### src/rtl/seq_alu_pkg.sv
// Shared types for seq_alu: opcode encoding, FSM states and the registered flag bundle.
package seq_alu_pkg;

  typedef enum logic [3:0] {
    OP_ADD = 4'd0,
    OP_SUB = 4'd1,
    OP_AND = 4'd2,
    OP_OR  = 4'd3,
    OP_XOR = 4'd4,
    OP_NOT = 4'd5,
    OP_SHL = 4'd6,
    OP_SHR = 4'd7,
    OP_SRA = 4'd8,
    OP_MUL = 4'd9,
    OP_DIV = 4'd10,
    OP_REM = 4'd11
  } opcode_t;

  typedef enum logic [1:0] {
    S_IDLE = 2'd0,
    S_BUSY = 2'd1,
    S_DONE = 2'd2
  } state_t;

  typedef struct packed {
    logic zero;
    logic carry;
    logic overflow;
    logic sign;
    logic div_zero;
    logic illegal;
  } flags_t;

endpackage

### src/rtl/seq_alu_iter.sv
// Bit-serial datapath: shift-add multiply and (with SEQ_ALU_DIV_EN) restoring divide.
// hi_o/lo_o expose the post-iteration values so the caller can register them on the done cycle.
module seq_alu_iter #(
  parameter int WIDTH = 32
) (
  input  logic             clk_i,
  input  logic             rst_i,
  input  logic             start_i,
`ifdef SEQ_ALU_DIV_EN
  input  logic             div_i,
`endif
  input  logic [WIDTH-1:0] a_i,
  input  logic [WIDTH-1:0] b_i,
  output logic             done_o,
  output logic [WIDTH-1:0] hi_o,
  output logic [WIDTH-1:0] lo_o
);

  localparam int CW = $clog2(WIDTH) + 1;

  logic [WIDTH-1:0] hi_q, hi_d;
  logic [WIDTH-1:0] lo_q, lo_d;
  logic [WIDTH-1:0] b_q;
  logic [CW-1:0]    cnt_q;
  logic [WIDTH:0]   v;

`ifdef SEQ_ALU_DIV_EN
  logic             div_q;
  logic [WIDTH:0]   x, y;
  logic             cin;
  logic             nb;
  logic [WIDTH+1:0] s;

  // One adder serves both: hi+B for multiply, {hi,lo msb}-B (via ~B+1) for divide.
  always_comb begin
    x    = {1'b0, hi_q};
    y    = {1'b0, b_q};
    cin  = 1'b0;
    hi_d = hi_q;
    lo_d = lo_q;
    v    = '0;
    if (div_q) begin
      x   = {hi_q, lo_q[WIDTH-1]};
      y   = ~{1'b0, b_q};
      cin = 1'b1;
    end
    s  = {1'b0, x} + {1'b0, y} + {{(WIDTH+1){1'b0}}, cin};
    nb = s[WIDTH+1];
    if (div_q) begin
      hi_d = nb ? s[WIDTH-1:0] : x[WIDTH-1:0];
      lo_d = {lo_q[WIDTH-2:0], nb};
    end else begin
      v    = lo_q[0] ? s[WIDTH:0] : x;
      hi_d = v[WIDTH:1];
      lo_d = {v[0], lo_q[WIDTH-1:1]};
    end
  end
`else
  logic [WIDTH:0] s;

  always_comb begin
    s    = {1'b0, hi_q} + {1'b0, b_q};
    v    = lo_q[0] ? s : {1'b0, hi_q};
    hi_d = v[WIDTH:1];
    lo_d = {v[0], lo_q[WIDTH-1:1]};
  end
`endif

  always_ff @(posedge clk_i) begin
    if (rst_i) begin
      hi_q  <= '0;
      lo_q  <= '0;
      b_q   <= '0;
      cnt_q <= '0;
`ifdef SEQ_ALU_DIV_EN
      div_q <= 1'b0;
`endif
    end else if (start_i) begin
      hi_q  <= '0;
      lo_q  <= a_i;
      b_q   <= b_i;
      cnt_q <= CW'(WIDTH);
`ifdef SEQ_ALU_DIV_EN
      div_q <= div_i;
`endif
    end else if (cnt_q != '0) begin
      hi_q  <= hi_d;
      lo_q  <= lo_d;
      cnt_q <= cnt_q - CW'(1);
    end
  end

  assign done_o = (cnt_q == CW'(1));
  assign hi_o   = hi_d;
  assign lo_o   = lo_d;

endmodule

### src/rtl/seq_alu.sv
// Handshaked multi-cycle ALU: single-cycle ops in one cycle, MUL/DIV/REM iterate bit-serially.
// Define SEQ_ALU_DIV_EN to build the divider; otherwise DIV/REM report illegal.
module seq_alu
  import seq_alu_pkg::*;
#(
  parameter int WIDTH = 32
) (
  input  logic             clk,
  input  logic             rst,
  input  logic             in_valid,
  output logic             in_ready,
  input  logic [WIDTH-1:0] A,
  input  logic [WIDTH-1:0] B,
  input  logic [3:0]       opcode,
  output logic             out_valid,
  input  logic             out_ready,
  output logic [WIDTH-1:0] result,
  output logic             zero,
  output logic             carry,
  output logic             overflow,
  output logic             sign,
  output logic             div_zero,
  output logic             illegal
);

  localparam int SW = $clog2(WIDTH);

  state_t           state_q;
  opcode_t          op_q;
  logic [WIDTH-1:0] result_q;
  flags_t           flags_q;
  logic             out_valid_q;

  opcode_t          op;
  logic [SW-1:0]    shamt;
  logic [WIDTH-1:0] alu_res;
  flags_t           alu_fl;
  logic [WIDTH:0]   sum;
  logic [WIDTH:0]   wide;
  logic             iter_req;
  logic             start_iter;
  logic             iter_done;
  logic [WIDTH-1:0] iter_hi, iter_lo;
  logic [WIDTH-1:0] iter_res;
  flags_t           iter_fl;
`ifdef SEQ_ALU_DIV_EN
  logic             div_sel;
  logic             b_zero;
  assign b_zero = (B == '0);
`endif

  assign op    = opcode_t'(opcode);
  assign shamt = B[SW-1:0];

  always_comb begin
    alu_res  = '0;
    alu_fl   = '0;
    sum      = '0;
    wide     = '0;
    iter_req = 1'b0;
`ifdef SEQ_ALU_DIV_EN
    div_sel  = 1'b0;
`endif
    case (op)
      OP_ADD: begin
        sum             = {1'b0, A} + {1'b0, B};
        alu_res         = sum[WIDTH-1:0];
        alu_fl.carry    = sum[WIDTH];
        alu_fl.overflow = (A[WIDTH-1] == B[WIDTH-1]) && (alu_res[WIDTH-1] != A[WIDTH-1]);
      end
      OP_SUB: begin
        sum             = {1'b0, A} - {1'b0, B};
        alu_res         = sum[WIDTH-1:0];
        alu_fl.carry    = sum[WIDTH];
        alu_fl.overflow = (A[WIDTH-1] != B[WIDTH-1]) && (alu_res[WIDTH-1] != A[WIDTH-1]);
      end
      OP_AND: alu_res = A & B;
      OP_OR:  alu_res = A | B;
      OP_XOR: alu_res = A ^ B;
      OP_NOT: alu_res = ~A;
      // The extra guard bit catches the last bit shifted out (zero for a shift of 0).
      OP_SHL: begin
        wide         = {1'b0, A} << shamt;
        alu_res      = wide[WIDTH-1:0];
        alu_fl.carry = wide[WIDTH];
      end
      OP_SHR: begin
        wide         = {A, 1'b0} >> shamt;
        alu_res      = wide[WIDTH:1];
        alu_fl.carry = wide[0];
      end
      OP_SRA: begin
        wide         = $signed({A, 1'b0}) >>> shamt;
        alu_res      = wide[WIDTH:1];
        alu_fl.carry = wide[0];
      end
      OP_MUL: iter_req = 1'b1;
`ifdef SEQ_ALU_DIV_EN
      OP_DIV, OP_REM: begin
        if (b_zero) begin
          alu_res         = (op == OP_DIV) ? '1 : A;
          alu_fl.div_zero = 1'b1;
        end else begin
          iter_req = 1'b1;
          div_sel  = 1'b1;
        end
      end
`endif
      default: alu_fl.illegal = 1'b1;
    endcase
    alu_fl.zero = (alu_res == '0);
    alu_fl.sign = alu_res[WIDTH-1];
  end

  assign start_iter = (state_q == S_IDLE) && in_valid && iter_req;

  seq_alu_iter #(.WIDTH(WIDTH)) u_iter (
    .clk_i   (clk),
    .rst_i   (rst),
    .start_i (start_iter),
`ifdef SEQ_ALU_DIV_EN
    .div_i   (div_sel),
`endif
    .a_i     (A),
    .b_i     (B),
    .done_o  (iter_done),
    .hi_o    (iter_hi),
    .lo_o    (iter_lo)
  );

  always_comb begin
    iter_fl  = '0;
    iter_res = iter_lo;
    if (op_q == OP_REM) iter_res = iter_hi;
    if (op_q == OP_MUL) begin
      iter_fl.carry    = (iter_hi != '0);
      iter_fl.overflow = (iter_hi != '0);
    end
    iter_fl.zero = (iter_res == '0);
    iter_fl.sign = iter_res[WIDTH-1];
  end

  always_ff @(posedge clk) begin
    if (rst) begin
      state_q     <= S_IDLE;
      op_q        <= OP_ADD;
      result_q    <= '0;
      flags_q     <= '0;
      out_valid_q <= 1'b0;
    end else begin
      case (state_q)
        S_IDLE: begin
          if (in_valid) begin
            op_q <= op;
            if (iter_req) begin
              state_q <= S_BUSY;
            end else begin
              state_q     <= S_DONE;
              out_valid_q <= 1'b1;
              result_q    <= alu_res;
              flags_q     <= alu_fl;
            end
          end
        end
        S_BUSY: begin
          if (iter_done) begin
            state_q     <= S_DONE;
            out_valid_q <= 1'b1;
            result_q    <= iter_res;
            flags_q     <= iter_fl;
          end
        end
        S_DONE: begin
          if (out_ready) begin
            state_q     <= S_IDLE;
            out_valid_q <= 1'b0;
          end
        end
        default: state_q <= S_IDLE;
      endcase
    end
  end

  // Gated by rst so nothing is offered while the block is held in reset.
  assign in_ready  = (state_q == S_IDLE) && !rst;
  assign out_valid = out_valid_q;
  assign result    = result_q;
  assign zero      = flags_q.zero;
  assign carry     = flags_q.carry;
  assign overflow  = flags_q.overflow;
  assign sign      = flags_q.sign;
  assign div_zero  = flags_q.div_zero;
  assign illegal   = flags_q.illegal;

endmodule

### config.mk
export PLATFORM = sky130hd
export DESIGN_NAME = seq_alu
export DESIGN_NICKNAME = d
export VERILOG_FILES = /design/src/rtl/seq_alu_pkg.sv /design/src/rtl/seq_alu_iter.sv /design/src/rtl/seq_alu.sv
export SDC_FILE = /design/constraint.sdc
export NUM_CORES = 1
export LEC_CHECK = 0
export CAP_MARGIN = 20
export CELL_PAD_IN_SITES_DETAIL_PLACEMENT = 1
export CELL_PAD_IN_SITES_GLOBAL_PLACEMENT = 2
export CORE_ASPECT_RATIO = 2
export CORE_MARGIN = 5
export CORE_UTILIZATION = 35
export DETAILED_ROUTE_END_ITERATION = 12
export PLACE_DENSITY = 0.88
export SYNTH_ARGS = -nofsm -noshare
export SYNTH_HDL_FRONTEND = slang
export SYNTH_SLANG_ARGS = --single-unit
### constraint.sdc
create_clock -name clk -period 14.9 [get_ports clk]
set_input_delay 2.235 -clock clk [delete_from_list [all_inputs] [get_ports clk]]
set_output_delay 2.235 -clock clk [all_outputs]
set_load 0.01 [all_outputs]
==> results of run 1 <==
sequential cells by signal (all words and copies together), names as in the netlist:
signal and flops:
result 32, u_iter.b_q 32, u_iter.hi_q 32, u_iter.lo_q 32, u_iter.cnt_q 6, op_q 4
state_q 2, carry 1, illegal 1, out_valid 1, overflow 1, zero 1
Yosys cell counts (all sizes together) (15+ instances only):
library cell  count
nor2            280
a21oi           214
ha              131
inv             117
a211o            15
a2111oi          15
mux2i            96
a221oi           17
buf              89
nand3            56
nor2b            23
a22oi            18
o211ai           59
mux2             30
dfxtp           145
o31a             16
a31oi            31
o21ai           134
xnor2            21
nand2b           23
o2111ai          17
mux4             43
nand4            30
o221ai           26
nor3             71
or3              16
and3             19
a21o             29
nand2           376
o31ai            16
and2             19
a311oi           39
clkbuf          158
a211oi           84
o22ai            52
nor4             27
or4              15
layer usage:
metal	track usage [%]	wire, um	vias up
li1	-	-	10300
met1	38.1	40200	11600
met2	65.5	59300	1056
met3	4.70	5840	486
met4	35.6	14700	0
met5	0	0	-
layout make-up:
type                       count  area, sq um  area share [%]
clock buffer                  29          651            2.95
clock inverter                 4         20.0          0.0907
inverter                     118          443            2.01
multi-input combinational   2271        15400            69.9
sequential                   145         2900            13.2
tap                          750          938            4.25
timing repair buffer         193         1700            7.68
cells by family after synthesis:
kind of cell    Yosys count
compound gates          921
flops                   145
xor+xnor                 27
other cells               1
simple gates           1019
mux                     169
fa+ha+maj               134
buf+inv                 365
worst register-to-register path, stage by stage (launching register included):
cell       delay (ns)
dfxtp_1          0.32
ha_1             0.23
fa_1             0.42
a211oi_1         0.69
o21bai_1         0.16
a22oi_1          0.27
o21ai_0          0.28
or4b_1           0.57
nor4b_1          1.00
o211a_1          0.29
nand4b_1         0.10
a2111oi_0        0.71
a31oi_1          0.20
o21ai_1          0.10
per-stage QoR:
stage	total power [mW]	worst slack (ns)
4_1_cts	2.03	7.58
5_1_grt	2.15	7.15
6_report	2.05	7.34
3_3_place_gp	1.52	6.73
2_1_floorplan	1.15	8.37
3_5_place_dp	1.54	7.09
report_power, final:
part	switching, mW	internal [mW]
combinational	0.726	0.344
clock	0.188	0.305
sequential	0.0481	0.442
total	0.962	1.09
worst paths after layout:
path | start | end
max | B[4] | zero
min | result[27] | result[27]
max reg2reg | u_iter.b_q[0] | zero
min reg2reg | result[27] | result[27]
cells in the final DEF (no fill, tap or decap), types with 18 or more instances in the layout:
| master | instances |
|---|---|
| mux2i_1 | 96 |
| nand4_1 | 30 |
| mux4_2 | 39 |
| a21oi_1 | 214 |
| nor3_1 | 70 |
| nand2_1 | 374 |
| a22oi_1 | 18 |
| buf_4 | 84 |
| nor2_1 | 278 |
| mux2_2 | 29 |
| inv_1 | 115 |
| nand3_1 | 56 |
| dfxtp_1 | 144 |
| o221ai_1 | 25 |
| a311oi_1 | 39 |
| and2_1 | 19 |
| clkdlybuf4s50_1 | 104 |
| nor4_1 | 27 |
| a211oi_1 | 82 |
| a31oi_1 | 31 |
| a21o_1 | 28 |
| nand2b_1 | 22 |
| clkbuf_16 | 25 |
| o22ai_1 | 52 |
| nor2b_1 | 23 |
| xnor2_1 | 21 |
| o21ai_0 | 128 |
| o211ai_1 | 59 |
| ha_1 | 131 |
==> results_dict.tcl, run 1 <==
set metrics [dict create \
    r2r_cells 13 \
    routedWlPerCell_um 34.2 \
    slowest_stage "a2111oi_0" \
    synth-simple-area-share_pct 23.8 \
    syn_nets 2987 \
    critPathKind "primary input to flip-flop" \
    antenna_cells 0 \
    grt_max_degree 89 \
    fin_util_pct 39.2 \
    synthAdderAreaFrac_pct 8.53 \
    cts.reportedPaths.clkPinSlew_ns 0.05 \
    hold_viol_final 0 \
    grt_pass1_vias 24700 \
    final_nets 2960 \
    power_density_nw_per_um2 93.0 \
    cts_root_buffer "clkbuf_16" \
    seq_area_frac_synth_pct 14.6 \
    yosysWarnings 0 \
    yosys.area_share.xor_xnor_pct 1.19 \
    hp-class "flip-flop to flip-flop" \
    instances_no_fill 3510 \
    finalCritPeriodShare_pct 50.7 \
    place_area_sq_um 21400 \
    grt_setup_unrepaired "no" \
    dpl.hpwl_mm 94.4 \
    viasPerCell 6.70 \
    fin_crit_ns 7.56 \
    post_cts_buffers 0 \
    maxCapViolations 0 \
    synth_compound_area_share_pct 32.0 \
    gp_routability_congestion 1.06 \
    synth_seq_cells 145 \
    grt_remaining_overflow 0 \
    placed_cells 3474 \
    h-tree-depth 4 \
    end_kind "flip-flop" \
    relSlewSlack_pct 16.7 \
    io_pins 112 \
    async_flop_share_pct 0 \
    clk_latency_ns 0.50 \
    area_delta_synth_final_pct 10.9 \
    cp_top_family "compound AO/OA/AOI/OAI gates" \
    fin_setup_tns_ns 0 \
    drt_iter0_drc 1801 \
    hold_ws_ns 0.463 \
    crit_buf_inv 4 \
    syn_inst 2781 \
    synth_area_per_cell_sq_um 7.16 \
    postCtsHoldBufs 0 \
    grt_usage_pct 37.7 \
    drive_gt1_share_pct 8.95 \
    synth_mux_area_share_pct 11.5 \
    critPathArrivalTime_ns 7.99 \
    grt_pass1_wl_mm 173 \
    synth_edf_count 0 \
    wl_mm 120 \
    vias 23500 \
    hold_path_depth 2 \
    dr.pass1.iters 5 \
    yosys.area.top_type "dfxtp_1" \
    syn_area_sq_um 19900 \
    cpMostUsedCell "buf_4" \
    clock_skew_ns 0.0159 \
    die_area_sq_um 62100 \
    core-area_sq_um 56300 \
    port_buffers 110 \
    outcome "finished, final reports clean" \
    n_fill_cell 7076 \
    setup_viol 0 \
    placementRows 123 \
    ys.flop_type "dfxtp_1" \
    cts_tree "done" \
    fmax_ghz 0.132 \
    tightest_slew_ns 1.23 \
    final_cell_area_sq_um 22100 \
    antenna_found_initial 2 \
    slew_viol_final 0 \
    ctsResizeCount 0 \
    die_x_um 179 \
    synthTopCellsByArea "dfxtp_1, ha_1, nand2_1, a21oi_1, nor2_1" \
    numCtsBuffers 25 \
    required_ns 15.32 \
    path_depth 16 \
    cp-start-kind "primary input" \
    rrSetupSlack_ns 9.49 \
    p_leak_nw 8.44 \
    cts_buffer_depth 3 \
    crit_fanout 39 \
    ys_types 106 \
    synth_top_family_by_area "compound AO/OA/AOI/OAI gates" \
    ant_nets 0 \
    slowest_delay_ns 0.99 \
    cts.sinks 145 \
    synth_top_area_share_pct 14.6 \
    path_cells "clkdlybuf4s50_1, buf_4, inv_1, buf_4, ha_1, a21oi_1, o2bb2ai_1, o31a_1, a41oi_1, a2111oi_0, o311ai_1, a31oi_1, o22ai_1, or4b_2, or4_1, o21ai_1" \
    vdd_drop_max_uv 134 \
    chipHeight_um 347 \
    floorplan.initialDensity_pct 35.4 \
    post-route-drc-count 0 \
]
(Power assumes the default switching activity.)
==> inputs of run 2 (changes only) <==
Settings changed: CORE_UTILIZATION 35 to 33, PLACE_DENSITY 0.88 to 0.87.
Clock period 14.9 ns to 6.8 ns, I/O delays scaled along.
==> results_dict.tcl, run 2 (same netlist as run 1, synthesis figures left out) <==
set metrics [dict create \
    outcome "finished, final reports clean" \
    n_fill_cell 7397 \
    min_from "u_iter.b_q[16]" \
    end_kind "flip-flop" \
    cts_buffer_depth 3 \
    hold_path_depth 2 \
    viasPerCell 6.68 \
    p_leak_nw 8.77 \
    final_nets 3016 \
    dr.pass1.iters 6 \
    floorplan.initialDensity_pct 33.2 \
    fin_util_pct 37.9 \
    slowest_stage "nor3_1" \
    placementRows 127 \
    finalCritPeriodShare_pct 85.1 \
    grt_pass1_wl_mm 179 \
    setup_viol 0 \
    vias 24000 \
    crit_buf_inv 3 \
    most-common-layout-cells "nand2_1, nor2_1, a21oi_1" \
    swShare_pct 46.0 \
    final_common_cell "nand2_1" \
    fin_crit_ns 5.79 \
    slew_viol_final 0 \
    port_buffers 110 \
    io_pins 112 \
    postCtsHoldBufs 0 \
    dpl.hpwl_mm 101 \
    die_area_sq_um 65700 \
    grt_pass1_vias 25100 \
    power_density_nw_per_um2 207 \
    required_ns 7.22 \
    crit_fanout 10 \
    routedWlPerCell_um 35.1 \
    relSlewSlack_pct 15.2 \
    ctsResizeCount 0 \
    cts.reportedPaths.clkPinSlew_ns 0.05 \
    h-tree-depth 4 \
    clk_latency_ns 0.50 \
    clock_skew_ns 0.0221 \
    cpMostUsedCell "inv_1" \
    maxCapViolations 0 \
    critPathKind "primary input to flip-flop" \
    rrSetupSlack_ns 1.60 \
    antenna_found_initial 3 \
    cts_root_buffer "clkbuf_16" \
    cts.sinks 145 \
    critPathArrivalTime_ns 6.21 \
    cp-start-kind "primary input" \
    power_mw 4.70 \
    fin_setup_tns_ns 0 \
    place_area_sq_um 21900 \
    drive_gt1_share_pct 10.9 \
    chipHeight_um 357 \
    drt_iter0_drc 1755 \
    comb_power_share_pct 51.6 \
    area_delta_synth_final_pct 13.9 \
    ant_nets 0 \
    r2r-start "u_iter.hi_q[0]" \
    tightest_slew_ns 1.24 \
    die_x_um 184 \
    hold_viol_final 0 \
    post_cts_buffers 0 \
    wl_mm 126 \
    hp-class "flip-flop to flip-flop" \
    grt_usage_pct 37.1 \
    core-area_sq_um 59900 \
    gp_routability_congestion 1.04 \
    fmax_ghz 0.173 \
    grt_max_degree 89 \
    post-route-drc-count 0 \
    r2r_cells 14 \
    seq_area_sq_um 2900 \
    grt_remaining_overflow 0 \
    power_switching_mw 2.16 \
    r2r_end "zero" \
    instances_no_fill 3591 \
    cts_tree "done" \
    p_clk_share_pct 25.4 \
    final_cell_area_sq_um 22700 \
    numCtsBuffers 25 \
    multi_input_area_sq_um 15400 \
    grt_setup_unrepaired "no" \
    p_seq_share_pct 22.9 \
    p_int_mw 2.54 \
    placed_cells 3554 \
    min_to "u_iter.b_q[16]" \
    vdd_drop_max_uv 290 \
    cp_top_family "compound AO/OA/AOI/OAI gates" \
    path_cells "clkdlybuf4s50_1, inv_1, ha_1, inv_1, a21o_1, a211o_1, nor3_1, o311ai_0, xnor2_1, a221o_1, a2111oi_0, nand4_1, or4_1, o21ai_1" \
    slowest_delay_ns 0.79 \
]
run 2: area by class of cell:
| cell class | instances | share of cell area (%) |
|---|---|---|
| clock buffers | 27 | 2.88 |
| flip-flops and latches | 145 | 12.8 |
| clock inverters | 6 | 0.463 |
| diodes | 1 | 0.0110 |
| inverters | 118 | 1.95 |
| well taps | 774 | 4.27 |
| repair buffers | 249 | 9.52 |
| multi-input cells | 2271 | 68.1 |
run 2: metrics by stage:
step / setup slack, ns / hold WS [ns]
3_3_place_gp: 0.588 / 0.446
3_5_place_dp: 0.623 / 0.459
5_1_grt: 0.989 / 0.485
6_report: 1.01 / 0.469
4_1_cts: 1.12 / 0.466
2_1_floorplan: 1.48 / 0.441
run 2: worst max path at each step:
stage / slack (ns) / end / cells past startpoint / from
floorplan: 1.48 / zero / 17 / B[2]
global placement: 0.59 / zero / 14 / A[12]
detailed placement: 0.62 / zero / 14 / A[12]
CTS: 1.12 / zero / 14 / A[12]
global route: 0.99 / zero / 14 / A[12]
finish: 1.01 / zero / 14 / B[12]
run 2: power groups by stage:
| stage | combinational, mW | clock, mW | sequential [mW] |
|---|---|---|---|
| 4_1_cts | 2.38 | 1.20 | 1.07 |
| 3_5_place_dp | 2.35 | 0 | 1.09 |
| 5_1_grt | 2.57 | 1.24 | 1.09 |
| 6_report | 2.43 | 1.20 | 1.08 |
| 3_3_place_gp | 2.29 | 0 | 1.08 |
| 2_1_floorplan | 1.45 | 0 | 1.06 |
run 2: worst min-delay path: cells and delay by family, from the launching register on:
family,cells,cell delay [ns]
flip-flops,1,0.31
AO/OA/AOI/OAI,1,0.06
AND/OR/NAND/NOR,1,0.05
run 2: routing by layer:
metal  up-vias  share of wire, %  GRT usage (%)
li1      10500                 -              -
met1     12000                33           36.0
met2      1080                50           66.5
met3       449               4.3           4.41
met4         2                12           35.5
met5         -             0.010              0
